`config.mk`:
```
export PLATFORM = sky130hd
export DESIGN_NAME = robo_atuador_flat
export DESIGN_NICKNAME = d
export VERILOG_FILES = /design/src/rtl/robo_atuador_if.sv /design/src/rtl/robo_atuador.sv /design/src/flat_wrapper.sv
export SDC_FILE = /design/constraint.sdc
export NUM_CORES = 1
export LEC_CHECK = 0
export ABC_AREA = 1
export CAP_MARGIN = 20
export CORE_ASPECT_RATIO = 1.1
export CORE_MARGIN = 5
export CORE_UTILIZATION = 24
export DETAILED_ROUTE_END_ITERATION = 10
export DONT_BUFFER_PORTS = 1
export HOLD_SLACK_MARGIN = 0.06
export MAX_ROUTING_LAYER = met4
export PLACE_DENSITY = 0.35
export SLEW_MARGIN = 10
export SYNTH_ARGS = -nofsm -noshare
export SYNTH_HDL_FRONTEND = slang
export SYNTH_SLANG_ARGS = --single-unit
```
`constraint.sdc`:
```
create_clock -name clock -period 1.85 [get_ports clock]
set_input_delay 0.185 -clock clock [delete_from_list [all_inputs] [get_ports clock]]
set_output_delay 0.185 -clock clock [all_outputs]
set_load 0.01 [all_outputs]
```
`src/rtl/robo_atuador_if.sv`:
```
// Command and actuator bundle between the navigation FSM and the actuator sequencer.
interface robo_atuador_if;
    logic       avancar;
    logic       girar;
    logic       recolher_entulho;
    logic       motor_frente;
    logic       motor_giro;
    logic       braco_descer;
    logic       braco_subir;
    logic       garra_fechar;
    logic       ocupado;
    logic       concluido;
    logic       erro_cmd;
    logic [7:0] descartados;

    // Navigation FSM side: issues commands, observes drives and status.
    modport master (
        output avancar, girar, recolher_entulho,
        input  motor_frente, motor_giro, braco_descer, braco_subir, garra_fechar,
        input  ocupado, concluido, erro_cmd, descartados
    );

    // Actuator side: consumes commands, produces drives and status.
    modport slave (
        input  avancar, girar, recolher_entulho,
        output motor_frente, motor_giro, braco_descer, braco_subir, garra_fechar,
        output ocupado, concluido, erro_cmd, descartados
    );
endinterface

```
`src/rtl/robo_atuador.sv`:
```
// Actuator sequencer: turns one-hot navigation commands into timed motor,
// arm and gripper drive sequences, with busy/done status and a saturating
// count of commands that arrive while a sequence is running.
module robo_atuador #(
    parameter int T_AVANCO = 8,
    parameter int T_GIRO   = 4,
    parameter int T_BRACO  = 3,
    parameter int T_GARRA  = 2,
    parameter int CNT_W    = 8
) (
    input  logic           clock,
    input  logic           reset,
    robo_atuador_if.slave  bus
);

    typedef enum logic [2:0] {
        S_IDLE   = 3'd0,
        S_AVANCO = 3'd1,
        S_GIRO   = 3'd2,
        S_DESCE  = 3'd3,
        S_AGARRA = 3'd4,
        S_SOBE   = 3'd5
    } state_t;

    // Counter reload values: a phase lasting T cycles starts at T-1 and exits at 0.
    localparam logic [CNT_W-1:0] L_AVANCO = CNT_W'(T_AVANCO - 1);
    localparam logic [CNT_W-1:0] L_GIRO   = CNT_W'(T_GIRO - 1);
    localparam logic [CNT_W-1:0] L_BRACO  = CNT_W'(T_BRACO - 1);
    localparam logic [CNT_W-1:0] L_GARRA  = CNT_W'(T_GARRA - 1);
    localparam logic [CNT_W-1:0] L_ZERO   = CNT_W'(0);
    localparam logic [CNT_W-1:0] L_ONE    = CNT_W'(1);

    state_t           r_state;
    state_t           w_state_next;
    logic [CNT_W-1:0] r_cnt;
    logic [CNT_W-1:0] w_cnt_next;

    logic       r_motor_frente, r_motor_giro, r_braco_descer, r_braco_subir, r_garra_fechar;
    logic       r_ocupado, r_concluido, r_erro_cmd;
    logic [7:0] r_descartados;

    logic       w_motor_frente, w_motor_giro, w_braco_descer, w_braco_subir, w_garra_fechar;
    logic       w_ocupado, w_concluido, w_erro_cmd;
    logic [7:0] w_descartados;

    logic       w_cmd_any;
    logic       w_cmd_multi;
    logic       w_phase_end;

    assign w_cmd_any   = bus.avancar | bus.girar | bus.recolher_entulho;
    assign w_cmd_multi = (bus.avancar & bus.girar) | (bus.avancar & bus.recolher_entulho)
                       | (bus.girar & bus.recolher_entulho);
    assign w_phase_end = (r_cnt == L_ZERO);

    // State register and phase counter.
    always_ff @(posedge clock or negedge reset) begin
        if (!reset) begin
            r_state <= S_IDLE;
            r_cnt   <= L_ZERO;
        end else begin
            r_state <= w_state_next;
            r_cnt   <= w_cnt_next;
        end
    end

    // Next-state logic: command acceptance in IDLE, phase sequencing elsewhere.
    always_comb begin
        w_state_next = r_state;
        w_cnt_next   = r_cnt;
        case (r_state)
            S_IDLE: begin
                if (bus.recolher_entulho) begin
                    w_state_next = S_DESCE;
                    w_cnt_next   = L_BRACO;
                end else if (bus.girar) begin
                    w_state_next = S_GIRO;
                    w_cnt_next   = L_GIRO;
                end else if (bus.avancar) begin
                    w_state_next = S_AVANCO;
                    w_cnt_next   = L_AVANCO;
                end else begin
                    w_state_next = S_IDLE;
                    w_cnt_next   = L_ZERO;
                end
            end
            S_AVANCO, S_GIRO, S_SOBE: begin
                if (w_phase_end) begin
                    w_state_next = S_IDLE;
                    w_cnt_next   = L_ZERO;
                end else begin
                    w_cnt_next   = r_cnt - L_ONE;
                end
            end
            S_DESCE: begin
                if (w_phase_end) begin
                    w_state_next = S_AGARRA;
                    w_cnt_next   = L_GARRA;
                end else begin
                    w_cnt_next   = r_cnt - L_ONE;
                end
            end
            S_AGARRA: begin
                if (w_phase_end) begin
                    w_state_next = S_SOBE;
                    w_cnt_next   = L_BRACO;
                end else begin
                    w_cnt_next   = r_cnt - L_ONE;
                end
            end
            default: begin
                w_state_next = S_IDLE;
                w_cnt_next   = L_ZERO;
            end
        endcase
    end

    // Output decode from the upcoming state so drives line up with the registered state.
    always_comb begin
        w_motor_frente = 1'b0;
        w_motor_giro   = 1'b0;
        w_braco_descer = 1'b0;
        w_braco_subir  = 1'b0;
        w_garra_fechar = 1'b0;
        case (w_state_next)
            S_AVANCO: w_motor_frente = 1'b1;
            S_GIRO:   w_motor_giro   = 1'b1;
            S_DESCE:  w_braco_descer = 1'b1;
            S_AGARRA: w_garra_fechar = 1'b1;
            S_SOBE: begin
                w_braco_subir  = 1'b1;
                w_garra_fechar = 1'b1;
            end
            default: begin
                w_motor_frente = 1'b0;
            end
        endcase
        w_ocupado   = (w_state_next != S_IDLE);
        w_concluido = (r_state != S_IDLE) && (w_state_next == S_IDLE);
        w_erro_cmd  = (r_state == S_IDLE) && w_cmd_multi;
        // Any command seen while busy is dropped and counted, saturating at full scale.
        if ((r_state != S_IDLE) && w_cmd_any && (r_descartados != 8'hFF)) begin
            w_descartados = r_descartados + 8'd1;
        end else begin
            w_descartados = r_descartados;
        end
    end

    // Output registers.
    always_ff @(posedge clock or negedge reset) begin
        if (!reset) begin
            r_motor_frente <= 1'b0;
            r_motor_giro   <= 1'b0;
            r_braco_descer <= 1'b0;
            r_braco_subir  <= 1'b0;
            r_garra_fechar <= 1'b0;
            r_ocupado      <= 1'b0;
            r_concluido    <= 1'b0;
            r_erro_cmd     <= 1'b0;
            r_descartados  <= 8'd0;
        end else begin
            r_motor_frente <= w_motor_frente;
            r_motor_giro   <= w_motor_giro;
            r_braco_descer <= w_braco_descer;
            r_braco_subir  <= w_braco_subir;
            r_garra_fechar <= w_garra_fechar;
            r_ocupado      <= w_ocupado;
            r_concluido    <= w_concluido;
            r_erro_cmd     <= w_erro_cmd;
            r_descartados  <= w_descartados;
        end
    end

    assign bus.motor_frente = r_motor_frente;
    assign bus.motor_giro   = r_motor_giro;
    assign bus.braco_descer = r_braco_descer;
    assign bus.braco_subir  = r_braco_subir;
    assign bus.garra_fechar = r_garra_fechar;
    assign bus.ocupado      = r_ocupado;
    assign bus.concluido    = r_concluido;
    assign bus.erro_cmd     = r_erro_cmd;
    assign bus.descartados  = r_descartados;

endmodule

```
`src/flat_wrapper.sv`:
```
// flat-port wrapper written by rule: the top's interface ports become plain ports
module robo_atuador_flat 
#(
    parameter int T_AVANCO = 8,
    parameter int T_GIRO   = 4,
    parameter int T_BRACO  = 3,
    parameter int T_GARRA  = 2,
    parameter int CNT_W    = 8
)
  (clock, reset, bus_avancar, bus_girar, bus_recolher_entulho, bus_motor_frente, bus_motor_giro, bus_braco_descer, bus_braco_subir, bus_garra_fechar, bus_ocupado, bus_concluido, bus_erro_cmd, bus_descartados);
  robo_atuador_if bus_i ();
  input  logic clock;
  input  logic reset;
  input wire logic [$bits(bus_i.avancar)-1:0] bus_avancar;
  input wire logic [$bits(bus_i.girar)-1:0] bus_girar;
  input wire logic [$bits(bus_i.recolher_entulho)-1:0] bus_recolher_entulho;
  output wire logic [$bits(bus_i.motor_frente)-1:0] bus_motor_frente;
  output wire logic [$bits(bus_i.motor_giro)-1:0] bus_motor_giro;
  output wire logic [$bits(bus_i.braco_descer)-1:0] bus_braco_descer;
  output wire logic [$bits(bus_i.braco_subir)-1:0] bus_braco_subir;
  output wire logic [$bits(bus_i.garra_fechar)-1:0] bus_garra_fechar;
  output wire logic [$bits(bus_i.ocupado)-1:0] bus_ocupado;
  output wire logic [$bits(bus_i.concluido)-1:0] bus_concluido;
  output wire logic [$bits(bus_i.erro_cmd)-1:0] bus_erro_cmd;
  output wire logic [$bits(bus_i.descartados)-1:0] bus_descartados;
  assign bus_i.avancar = bus_avancar;
  assign bus_i.girar = bus_girar;
  assign bus_i.recolher_entulho = bus_recolher_entulho;
  assign bus_motor_frente = bus_i.motor_frente;
  assign bus_motor_giro = bus_i.motor_giro;
  assign bus_braco_descer = bus_i.braco_descer;
  assign bus_braco_subir = bus_i.braco_subir;
  assign bus_garra_fechar = bus_i.garra_fechar;
  assign bus_ocupado = bus_i.ocupado;
  assign bus_concluido = bus_i.concluido;
  assign bus_erro_cmd = bus_i.erro_cmd;
  assign bus_descartados = bus_i.descartados;
  robo_atuador #(.T_AVANCO(T_AVANCO), .T_GIRO(T_GIRO), .T_BRACO(T_BRACO), .T_GARRA(T_GARRA), .CNT_W(CNT_W)) u_core (.clock(clock), .reset(reset), .bus(bus_i));
endmodule
```
# Yosys cells after proc, flatten, opt, wreduce, memory -nomap -nowiden

Index checks and enable logic that the tools add are counted.

Input bits: 5
Register bits: 27
Word-level logic and storage cells: 61
Output and inout bits: 16

$add $sub $neg: 2
Equal/unequal tests: 11
Reduce and logical (&&, ||, !) cells: 11
Bitwise gates (word level): 7
Muxes and demuxes: 19

Operators by type and width:

| operator                                                              | number |
|---|---|
| 8-bit 2-to-1 mux                                                      | 5 |
| 8-bit one-hot mux with 4 select lines                                 | 1 |
| 3-bit 2-to-1 mux                                                      | 6 |
| 3-bit by 2-bit equality test with 1-bit output, second input constant | 4 |
| 3-bit equality test, second input constant                            | 4 |
| 3-bit one-hot mux with 4 select lines                                 | 1 |
| 8-bit by 1-bit adder with 8-bit output, second input constant         | 1 |
| 8-bit zero test                                                       | 1 |
| 8-bit inequality test, second input constant                          | 1 |
| 8-bit by 1-bit subtractor with 8-bit output, second input constant    | 1 |
| 3-bit by 1-bit equality test with 1-bit output, second input constant | 2 |
| 3-bit zero test                                                       | 2 |
| 1-bit 2-to-1 mux                                                      | 6 |
| 3-bit nonzero test                                                    | 2 |
| 1-bit logical AND                                                     | 4 |
| 1-bit OR                                                              | 4 |
| 1-bit bitwise AND                                                     | 3 |
| 3-bit OR reduction                                                    | 1 |
| 2-bit OR reduction                                                    | 1 |

# Longest topological paths before layout

Depth after elaboration: 7
Mapped depth: 9
Depth with buffers taken out: 9

# Least setup slack after synthesis

Ideal clock, no wire load.

Path kind: register to register
Start: reg u_core.r_descartados[0], in the netlist u_core.bus.descartados[0]
End: reg u_core.r_descartados[3], in the netlist u_core.bus.descartados[3]
Period minus slack after synthesis: 1.360 ns
Path buffers: 1
Setup slack: 0.490 ns
Cell stages (with the launch flop): 9
Library setup time: 0.117 ns
Arrival time: 1.243 ns
Data required time: 1.733 ns
Cells stage by stage: dfrtp_1 > ha_1 > nand4_1 > nor2_1 > nor2_1 > buf_4 > nand2_1 > nand2_1 > nand2_1

Cells in the longest elaborated chain, start to end: 2
Elaborated cells on any way between the ends: 3
Classes of those cells: 1 x add/sub; 1 x eq/ne; 1 x reduce/logical

Ends and longest elaborated chain:

| element                                                                        | line                | text |
|---|---|---|
| from (decl)                                                                    | robo_atuador.sv:40  | `logic [7:0] r_descartados;` |
| from (signal assigned)                                                         | robo_atuador.sv:169 | `r_descartados <= w_descartados;` |
| branches (longest 2 deep; another with 8-bit by 1-bit adder with 8-bit output) | n/a                 |  |

Several ways; the timed one is not identified.
A chain may end at the register's enable or synchronous reset.

# Worst setup path in the final report

Same ends and word-level chain as after synthesis.

==> out/summary.txt <==
wire per inst: 12.1 microns
Tcrit/Tclk final: 82.2%
Pleak: 0.754 nW
WL final: 2880 microns
I/O pins: 21
area leader, netlist: dfrtp_1
Die X: 81.3 microns
Starting Density: 24.9%
TritonCTS Buffers: 3
share of cells above drive strength 1: 12.3%
synthesized area: 0.00134 sq mm
Synth async-reset ratio: 100%
Hold Fails Final Rpt: 0
PD cells: 1680 mW/mm^2
setup tns final: 0 ns
post-route antenna net violation count: 0
synthesized net count: 162
Worst-Margin Slew: 0.405 ns
Req. time, crit path: 2.03 ns
final worst path period need: 1.52 ns
first-pass GRT wire length: 4910 microns
Synth Area per Inst: 8.71 sq um
Detailed Place HPWL: 2150 microns
Clock Latency Late Sink: 0.28 ns
core area: 0.00540 sq mm
combinational power share: 43.3%
# DRC: 0
RSZ-0062 raised after global routing: false
initial antenna violation count: 0
count leader, synth: nand2_1
overall power: 2.60 mW
final number of setup-violating endpoints: 0
GP Congestion: 0.862
Max VDD drop: 535 uV
ys flop type: dfrtp_1
Synth cell types: 26
vias in the first global route: 1,017
CP Launch Type: flip-flop
Final Max Tran Viols: 0
CTS sink count: 27
Psw: 1.20 mW
Clock Root Buffer: clkbuf_8
Post-synth top cells: 36 x nand2_1, 27 x dfrtp_1, 20 x inv_1
Synth top area share: 50.4%
CTS tree: built
Clk pwr share: 14.1%
first-pass iteration count of the detailed router: 4
Worst-path clk slew: 0.11 ns
GRT Overall Usage: 9.19%
via count: 982
worst hold path type: in2reg
CP Capture Type: flip-flop
die area: 0.00719 sq mm
Worst Skew: 0.00677 ns
number of I/O port buffers: 0
relative slew slack: 72.8%
max-cap violations: 0
filler instances: 594
post-synthesis cell count: 154
Resized cells post-CTS: 0
critical path data arrival time: 1.70 ns
Synth warnings: 0
H-tree Lvls: 1
pin count of the biggest net entering global routing: 28
#FFs+latches synth: 27
die span in y: 88.4 microns
Area Growth Syn to Fin: 15.0%
Setup CP Type: reg2reg
Final nets: 172
antenna fix cells: 0
critical path peak fanout: 5
Sw Share: 46.0%
setup bufs post-CTS: 0
sequential-to-total area share from yosys stat: 50.4%
number of DRC markers in iteration 0: 30
sequential share of power: 42.6%
Post-synth EDFFs: 0
Internal Power: 1.40 mW
Max clock buf depth: 2
fmax: 658 MHz
top cells by area, synth: dfrtp_1 50%, nand2_1 10%, inv_1 5.6%
status: completed
Via-to-Cell Ratio: 4.13
row count: 28
gr ovfl total: 0
## worst paths after layout
path	from	to	slack [ns]	depth (start not counted)
max in group asynchronous	reset	u_core.bus.descartados[0]	1.36	2
worst min register to register	u_core.r_cnt[7]	u_core.r_cnt[7]	0.55	2
worst min-delay path	bus_recolher_entulho	u_core.bus.erro_cmd	0.08	2
worst max-delay path	u_core.bus.descartados[0]	u_core.bus.descartados[3]	0.33	8
min in group asynchronous	reset	u_core.r_cnt[3]	0.33	2
worst max register to register	u_core.bus.descartados[0]	u_core.bus.descartados[3]	0.33	8
## through the flow
stage                     cells  setup WS [ns]  util (%)  hold slack [ns]  instance area, sq um
after floorplan             154          0.490         -           -0.111                  1340
after global placement      230          0.327      26.7           -0.110                  1440
after detailed placement    230          0.331      26.7           -0.109                  1440
after CTS                   238          0.318      28.6           0.0673                  1540
after global routing        238          0.200      28.6           0.0788                  1540
final                       238          0.329      28.6           0.0847                  1540
## state kept, by name (all words and copies together) (netlist names)
register                 flops
u_core.bus.motor_frente      1
u_core.bus.motor_giro        1
u_core.bus.descartados       8
u_core.bus.garra_fechar      1
u_core.r_cnt                 8
u_core.bus.braco_descer      1
u_core.bus.concluido         1
u_core.bus.erro_cmd          1
u_core.bus.braco_subir       1
u_core.r_state               3
u_core.bus.ocupado           1
## cell usage in the layout, fill, tap and decap left out
cell type      instances
nand2_1               36
dfrtp_1               27
inv_1                 20
nor2_1                17
o21ai_0                8
xor2_1                 6
nand2_2                4
a21oi_1                4
nand4_1                4
nor3_1                 3
nand3_1                3
ha_1                   3
clkbuf_8               3
dlygate4sd3_1          3
nor2_2                 2
nor2_4                 2
xnor2_1                2
o21ai_1                2
nand3_2                2
buf_4                  2
inv_2                  1
nor2_8                 1
o32ai_1                1
nor3_2                 1
a31oi_1                1
and3_1                 1
o221ai_1               1
nand3b_1               1
inv_6                  1
buf_12                 1
## worst max-delay path, cell delays in order (launching register included)
cell,delay (ns)
dfrtp_1,0.46
ha_1,0.28
nand4_1,0.13
nor2_1,0.06
nor2_1,0.16
buf_4,0.17
nand2_1,0.05
nand2_1,0.06
nand2_1,0.05
## final cells by class
class | count | area, sq um | area share (%)
inverter | 21 | 78.8 | 5.11
timing repair buffer | 6 | 65.1 | 4.22
multi-input combinational | 105 | 579 | 37.6
clock inverter | 1 | 8.76 | 0.568
tap | 75 | 93.8 | 6.08
sequential | 27 | 676 | 43.8
clock buffer | 3 | 41.3 | 2.68
## power by group through the flow
stage | clock (mW) | combinational [mW] | sequential, mW
after floorplan | 0 | 0.906 | 1.06
after global placement | 0 | 1.10 | 1.13
after detailed placement | 0 | 1.12 | 1.13
after CTS | 0.394 | 1.15 | 1.12
after global routing | 0.409 | 1.30 | 1.14
final | 0.366 | 1.13 | 1.11
## cells by family after synthesis
logic type      after synthesis  synth area share [%]
compound gates               17                  7.00
flops                        27                  50.4
xor+xnor                      8                  5.22
simple gates                 77                  28.2
buf+inv                      22                  6.44
fa+ha+maj                     3                  2.80
## per-layer routing
metal	wire (microns)	vias to the layer above	track usage [%]
met2	1390	12	13.9
met3	78	5	1.73
met4	49	0	3.69
met5	0	-	-
met1	1360	463	12.1
li1	-	502	-
## what timing repair did
action	in CTS	in global routing
setup endpoints to repair	0	0
endpoints found under the hold margin	29	0
hold buffers	4	0
Note: power is estimated with default switching activity, not from simulation.
